### config.mk
export PLATFORM = sky130hd
export DESIGN_NAME = wb_arbiter
export DESIGN_NICKNAME = d
export VERILOG_FILES = /design/src/rtl/wb_arbiter.sv
export SDC_FILE = /design/constraint.sdc
export NUM_CORES = 1
export LEC_CHECK = 0
export CORE_AREA = 4 4 116 118
export CTS_CLUSTER_DIAMETER = 30
export DETAILED_ROUTE_END_ITERATION = 10
export DIE_AREA = 0 0 120 122
export MAX_ROUTING_LAYER = met4
export PLACE_DENSITY = 0.66
export SETUP_SLACK_MARGIN = 0.3
export SLEW_MARGIN = 5
export SYNTH_ARGS = -nofsm -noshare
export SYNTH_HDL_FRONTEND = slang
export SYNTH_SLANG_ARGS = --single-unit
### constraint.sdc
create_clock -name clk -period 2.6 [get_ports clk]
set_input_delay 0.65 -clock clk [delete_from_list [all_inputs] [get_ports clk]]
set_output_delay 0.65 -clock clk [all_outputs]
set_load 0.05 [all_outputs]
### src/rtl/wb_arbiter.sv
// Two-master Wishbone arbiter: alternating priority between a CPU (m0) and a
// DMA (m1) in front of one intercon master port, with a timeout that
// self-terminates a hung transfer by returning ERR_DATA and pulsing bus_err.
module wb_arbiter #(
    parameter int unsigned TIMEOUT  = 255,
    parameter logic [31:0] ERR_DATA = 32'hDEAD_BEEF
) (
    input  logic        clk,
    input  logic        reset,
    input  logic        m0_STB,
    input  logic        m0_WE,
    input  logic [31:0] m0_ADDR,
    input  logic [31:0] m0_DAT_I,
    output logic [31:0] m0_DAT_O,
    output logic        m0_ACK,
    input  logic        m1_STB,
    input  logic        m1_WE,
    input  logic [31:0] m1_ADDR,
    input  logic [31:0] m1_DAT_I,
    output logic [31:0] m1_DAT_O,
    output logic        m1_ACK,
    output logic        s_STB,
    output logic        s_WE,
    output logic [31:0] s_ADDR,
    output logic [31:0] s_DAT_O,
    input  logic [31:0] s_DAT_I,
    input  logic        s_ACK,
    output logic [1:0]  grant,
    output logic        bus_err
);

    // State encoding doubles as the one-hot grant vector.
    typedef enum logic [1:0] {
        IDLE = 2'b00,
        GNT0 = 2'b01,
        GNT1 = 2'b10
    } state_t;

    localparam logic [15:0] LIMIT = 16'(TIMEOUT - 1);

    state_t      state, next_state;
    logic        last_grant;   // 0 = m0 owned the bus last, 1 = m1
    logic [15:0] cnt;

    logic        granted;
    logic        sel_stb;
    logic        sel_we;
    logic [31:0] sel_addr;
    logic [31:0] sel_dat;
    logic        tmo;
    logic        done;

    // Request signals of whichever master currently owns the bus.
    always_comb begin
        sel_stb  = 1'b0;
        sel_we   = 1'b0;
        sel_addr = '0;
        sel_dat  = '0;
        case (state)
            GNT0: begin
                sel_stb  = m0_STB;
                sel_we   = m0_WE;
                sel_addr = m0_ADDR;
                sel_dat  = m0_DAT_I;
            end
            GNT1: begin
                sel_stb  = m1_STB;
                sel_we   = m1_WE;
                sel_addr = m1_ADDR;
                sel_dat  = m1_DAT_I;
            end
            default: ;
        endcase
    end

    // A real slave ACK on the limit cycle beats the timeout.
    assign granted = (state != IDLE);
    assign tmo     = granted && sel_stb && !s_ACK && (cnt == LIMIT);
    assign done    = s_ACK || tmo;

    // Next-state: alternate on contention, release after ACK, abort or timeout.
    always_comb begin
        next_state = state;
        case (state)
            IDLE: begin
                if (m0_STB && m1_STB) next_state = last_grant ? GNT0 : GNT1;
                else if (m0_STB)      next_state = GNT0;
                else if (m1_STB)      next_state = GNT1;
            end
            GNT0, GNT1: begin
                if (!sel_stb || done) next_state = IDLE;
            end
            default: next_state = IDLE;
        endcase
    end

    // State, priority memory and timeout counter; counter sits at 0 in IDLE
    // so every grant starts counting from zero.
    always_ff @(posedge clk or negedge reset) begin
        if (!reset) begin
            state      <= IDLE;
            last_grant <= 1'b1;
            cnt        <= '0;
        end else begin
            state <= next_state;
            if (state == IDLE && next_state != IDLE)
                last_grant <= (next_state == GNT1);
            if (state == IDLE)
                cnt <= '0;
            else if (!s_ACK)
                cnt <= cnt + 16'd1;
        end
    end

    // Output routing; everything is derived from state so reset clears it at once.
    always_comb begin
        grant    = state;
        bus_err  = tmo;
        s_STB    = granted && sel_stb && !tmo;
        s_WE     = granted && sel_we;
        s_ADDR   = sel_addr;
        s_DAT_O  = sel_dat;
        m0_ACK   = 1'b0;
        m1_ACK   = 1'b0;
        m0_DAT_O = '0;
        m1_DAT_O = '0;
        if (state == GNT0) begin
            m0_ACK   = done;
            m0_DAT_O = tmo ? ERR_DATA : s_DAT_I;
        end
        if (state == GNT1) begin
            m1_ACK   = done;
            m1_DAT_O = tmo ? ERR_DATA : s_DAT_I;
        end
    end

endmodule

* Yosys cells after proc, flatten, opt, wreduce, memory -nomap -nowiden
Index checks and enable logic that the tools add are counted.
Storage, ports and cells: flip-flop bits (word level) 19, output and inout bits 135, word-level logic and storage cells 42
Operators by class: add/subtract/negate cells 1, eq/ne operators 5, muxes and demuxes 17, reductions and logical operators 16
Operators by type and width (count):
- case mux 32 bit (2 select lines) | 2
- two-way mux 32 bit | 3
- two-way mux 16 bit | 2
- adder 16 x 1 -> 16 bit (second input constant) | 1
- equality test 16 x 8 -> 1 bit (second input constant) | 1
- two-way mux 2 bit | 5
- logical AND 1 bit | 7
- equality test 2 bit (second input constant) | 2
- case mux 1 bit (2 select lines) | 2
- case mux 2 bit (2 select lines) | 1
- nonzero test 2 bit | 2
- logical NOT 1 bit | 3
- equality test 2 x 1 -> 1 bit (second input constant) | 1
- logical NOT 2 bit | 1
- logical OR 1 bit | 2
- two-way mux 1 bit | 2
- inequality test 2 x 1 -> 1 bit (second input constant) | 1
- OR reduction 2 bit | 1

* Depth between registers and ports, before layout
Gate-level depths: netlist of run 1.
depth in word-level cells 11, gate-level depth with buffers 8, gate-level depth less buffers 6

* Least setup slack after synthesis of run 1
No wires, ideal clock.
path kind register to output, start register state[0] (netlist: grant[0]), end output port s_WE, arrival 2.604 ns, data required time 1.950 ns, slack -0.654 ns, stages on the path, launching flop included 5, path buffers 1, path through dfrtp_1 -> inv_1 -> ha_1 -> clkbuf_1 -> nor3b_1
Between the ends: longest elaborated chain between the ends 3
RTL lines:
- from (decl) | RTL line 41 | state_t state, next_state;
- from (signal assigned) | RTL line 105 | state <= next_state;
- equality test 2 bit or equality test 2 x 1 -> 1 bit (tied branches) | RTL line 59 | case (state)
- case mux 1 bit (2 select lines) | RTL line 59
- logical AND 1 bit (*) | RTL line 120 | s_WE = granted && sel_we;
- to (decl) | RTL line 23 | output logic s_WE,
Every way passes the cells marked *; elsewhere a longest branch is shown, timed or not.

* Final worst setup path of run 1
start register cnt[13], end output port m1_DAT_O[14]
Between the ends: longest elaborated chain between the ends 4
RTL lines:
- from (decl) | RTL line 43 | logic [15:0] cnt;
- from (signal assigned) | RTL line 111 | cnt <= cnt + 16'd1;
- equality test 16 x 8 -> 1 bit | RTL line 78 | assign tmo = granted && sel_stb && !s_ACK && (cnt == LIMIT);
- logical AND 1 bit | RTL line 78
- two-way mux 32 bit | RTL line 133 | m1_DAT_O = tmo ? ERR_DATA : s_DAT_I;
- two-way mux 32 bit | RTL line 131 | if (state == GNT1) begin
- to (decl) | RTL line 20 | output logic [31:0] m1_DAT_O,
No other way between the ends.

==> results of run 1 <==
[cells by family (layout without fill, tap and decap cells)]
kind of cell             count (synthesis)  count (layout)
adder cells (fa/ha/maj)                  6               6
AND/OR/NAND/NOR                        143             144
buffers and inverters                   43             357
flip-flops                              19              19
XOR/XNOR                                10              10
AO/OA/AOI/OAI                          135             135
[synthesized netlist by cell type, drive strengths merged, types with 2 or more instances]
cell | number | share of area (%)
and3 | 17 | 3.9
nor3b | 2 | 0.56
a22oi | 65 | 18
nand3 | 5 | 1.6
and2 | 2 | 0.46
nand2b | 2 | 0.46
o41ai | 2 | 0.65
nand4 | 6 | 1.4
nand2 | 6 | 0.83
and4 | 2 | 0.65
xor2 | 8 | 2.6
nor3 | 2 | 0.37
o21ai | 3 | 0.56
ha | 6 | 2.8
clkbuf | 27 | 3.8
nor2b | 66 | 15
o21a | 50 | 14
inv | 4 | 0.56
xnor2 | 2 | 0.65
nor4 | 3 | 0.69
nor2 | 16 | 2.3
dfrtp | 18 | 17
or4 | 4 | 1.1
o31ai | 4 | 1.1
nand3b | 4 | 1.1
buf | 12 | 2.5
a21oi | 7 | 1.3
[critical path: cells and delay by family (launching register included)]
kind | cells | cell delay [ns]
flops | 1 | 0.44
buf+inv | 3 | 0.42
simple gates | 4 | 1.01
[area by class of cell]
type | count | share of cell area, %
Tap cell | 172 | 2.35
Timing Repair Buffer | 349 | 54.3
Clock buffer | 4 | 0.862
Inverter | 4 | 0.219
Multi-Input combinational cell | 295 | 37.0
Sequential cell | 19 | 5.24
[cells in the final DEF (no fill, tap or decap), types with 3 or more instances in the layout]
cell,count
a21oi_1,7
nand3b_1,4
clkbuf_16,6
buf_4,22
a22oi_1,3
o21ai_0,3
or4_1,4
clkdlybuf4s50_1,163
buf_6,14
nand3_1,3
buf_16,9
and3_4,16
nor2b_4,65
a22oi_2,62
dfrtp_1,16
nand4_1,6
xor2_1,8
o21a_4,50
buf_8,10
buf_12,121
nand2_1,6
nor2_1,15
o31ai_1,4
[path summary, 6_finish.rpt]
check | to | slack (ns) | depth (start not counted)
max | m1_DAT_O[14] | -0.19 | 7
min | last_grant | 0.51 | 2
max reg2reg | grant[0] | 0.50 | 10
min reg2reg | last_grant | 0.51 | 2
max in group asynchronous | cnt[13] | 1.40 | 2
min in group asynchronous | cnt[3] | 0.69 | 1
[flip-flops by register name, indices dropped and copies added (netlist names)]
signal,count
grant,2
last_grant,1
cnt,16
[routing by layer]
| metal | wire length [um] | up-vias | GRT usage (%) |
|---|---|---|---|
| li1 | - | 1961 | - |
| met1 | 7230 | 2127 | 28.4 |
| met5 | 0 | - | - |
| met4 | 502 | 0 | 7.02 |
| met3 | 1170 | 26 | 4.09 |
| met2 | 10200 | 197 | 44.1 |
[metrics by stage]
| step | instance area (um^2) | util (%) | setup TNS [ns] | worst slack [ns] |
|---|---|---|---|---|
| global route | 9140 | 73.3 | -15.80 | -0.272 |
| global placement | 7740 | 62.1 | -29.75 | -0.502 |
| detailed placement | 7740 | 62.1 | -31.45 | -0.535 |
| CTS | 8930 | 71.6 | -9.39 | -0.161 |
| floorplan | 3390 | - | -2.49 | -0.0499 |
| finish | 9140 | 73.3 | -10.51 | -0.186 |
[power groups by stage]
stage / registers (mW) / logic, mW / clock network (mW)
floorplan: 0.429 / 4.73 / 0
global placement: 0.373 / 8.01 / 0
detailed placement: 0.377 / 8.08 / 0
CTS: 0.370 / 9.10 / 0.327
global route: 0.375 / 9.48 / 0.344
finish: 0.373 / 9.17 / 0.323
[timing repair]
action                     in CTS  in global routing
setup buffers                  16                  1
resized for setup             155                 28
pin swaps                      11                  8
hold buffers                    0                  0
setup endpoints to repair     133                136
gates cloned                   10                  3
==> metrics.yaml, run 1 <==
run_status:
  status: "finished with violations"
  violations: "negative setup slack"
critical_path:
  critPathRequiredTime_ns: 1.95
  startpoint: "cnt[13]"
  critPathSlowestCell: "dfrtp_1"
  critPathMaxStageDelay_ns: 0.44
  crit_chain: "nor4_2 > nand4_1 > buf_6 > buf_12 > or2_4 > and3_4 > buf_8"
  cp-end-kind: "output pin"
  startpoint_type: "flip-flop"
  path_class: "flip-flop to output pin"
  r2r-start: "grant[1]"
  worstPathArrival_ns: 2.14
  critPathMaxFanout: 8
power_and_ir_drop:
  switchingPower_mw: 4.79
  fin_total_pwr_mw: 9.86
  power_density_mw_per_mm2: 1080
  clkPwrFrac_pct: 3.3
  p_seq_share_pct: 3.8
  internal_power_mw: 5.07
  swShare_pct: 48.6
  ir_drop_uv: 639
  power_frac_comb_pct: 92.9
  power_leakage_nw: 3.38
timing:
  relSlewSlack_pct: 58.9
  fin_ws_ns: -0.186
  finalMaxSlewViolations: 0
  rsz0062_at_grt: "yes"
  max_freq_mhz: 359
  finalSetupViolCount: 69
  worst_pin_slew_ns: 0.616
  hold_viol: 0
  clock_skew_ns: 0.00132
  post-route-period-util_pct: 107
  period_needed_ns: 2.79
  timing.hold.ws_ns: 0.513
place:
  dp.cells: 809
  port_buffers: 301
  place_hpwl_mm: 13.0
  gp_congestion: 0.820
detailed_routing:
  wire_per_inst_um: 22.7
  viasPerCell: 5.11
  ant_nets: 0
  routed_wl_mm: 19.1
  dr_total_vias: 4311
  first_pass_iters: 4
  drcViolationCount: 0
  drt_iter0_drc: 230
clock_network:
  cts_tree: "built"
  clockRootBuffer: "clkbuf_16"
  cts_htree_levels: 1
  clock_sinks: 19
  clock_latency_ns: 0.25
  clock_path_buffers: 2
  clkTransAtPathRegs_ns: 0.06
  cts_buffers: 3
floorplanning:
  ioPinCount: 302
  die_area_mm2: 0.0146
  num_rows: 41
  die_y_um: 122
  die_w_um: 120
  core_area_mm2: 0.0125
  initial_core_util_pct: 21.7
min_path:
  worstHoldStart: "last_grant"
  holdCritPathClass: "flip-flop to flip-flop"
global_routing:
  grt_overflow_total: 0
  grt_pass1_wl_mm: 27.4
  antenna_found_initial: 0
  grt_usage_pct: 24.6
  grt_max_degree: 99
  grt_pass1_vias: 4537
cells_and_area:
  nets: 845
  multi_input_area_mm2: 0.00338
  syn2layout_area_growth_pct: 238
  antenna_cells: 0
  final_cells: 843
  final_layout_size_suffix_gt1_share_pct: 59.3
  regArea_um2: 479
  nFillCells: 794
synthesis:
  synth_flop_cell: "dfrtp_1"
  synthDistinctLibCells: 43
  async_reset_ff_share_pct: 100
  synth_top_family_by_area: "compound AO/OA/AOI/OAI gates"
  synthesis.instances: 356
  yosysSeqAreaShare_pct: 17.6
  synth_compound_area_share_pct: 36.8
  ys_ff_latch: 19
  synthAdderAreaFrac_pct: 2.78
  syn-num-nets: 529
  yosysWarnings: 0
  synth_edf_count: 0
  synth-simple-area-share_pct: 32.7
  synthMuxAreaShare_pct: 0
  avgSynthCellArea_um2: 7.59
  synth-xor-area-share_pct: 3.24
  netlist_area_mm2: 0.00270
job:
  maxCapViolations: 0
Note: power is estimated with default switching activity, not from simulation.
==> run 2, diff against run 1 <==
--- a/config.mk
+++ b/config.mk
@@ -5,6 +5,7 @@
 export SDC_FILE = /design/constraint.sdc
 export NUM_CORES = 1
 export LEC_CHECK = 0
+export CAP_MARGIN = 20
 export CORE_AREA = 4 4 116 118
 export CTS_CLUSTER_DIAMETER = 30
 export DETAILED_ROUTE_END_ITERATION = 10
==> results of run 2 <==
The final DEF is identical to that of run 1; final timing and power are the same.
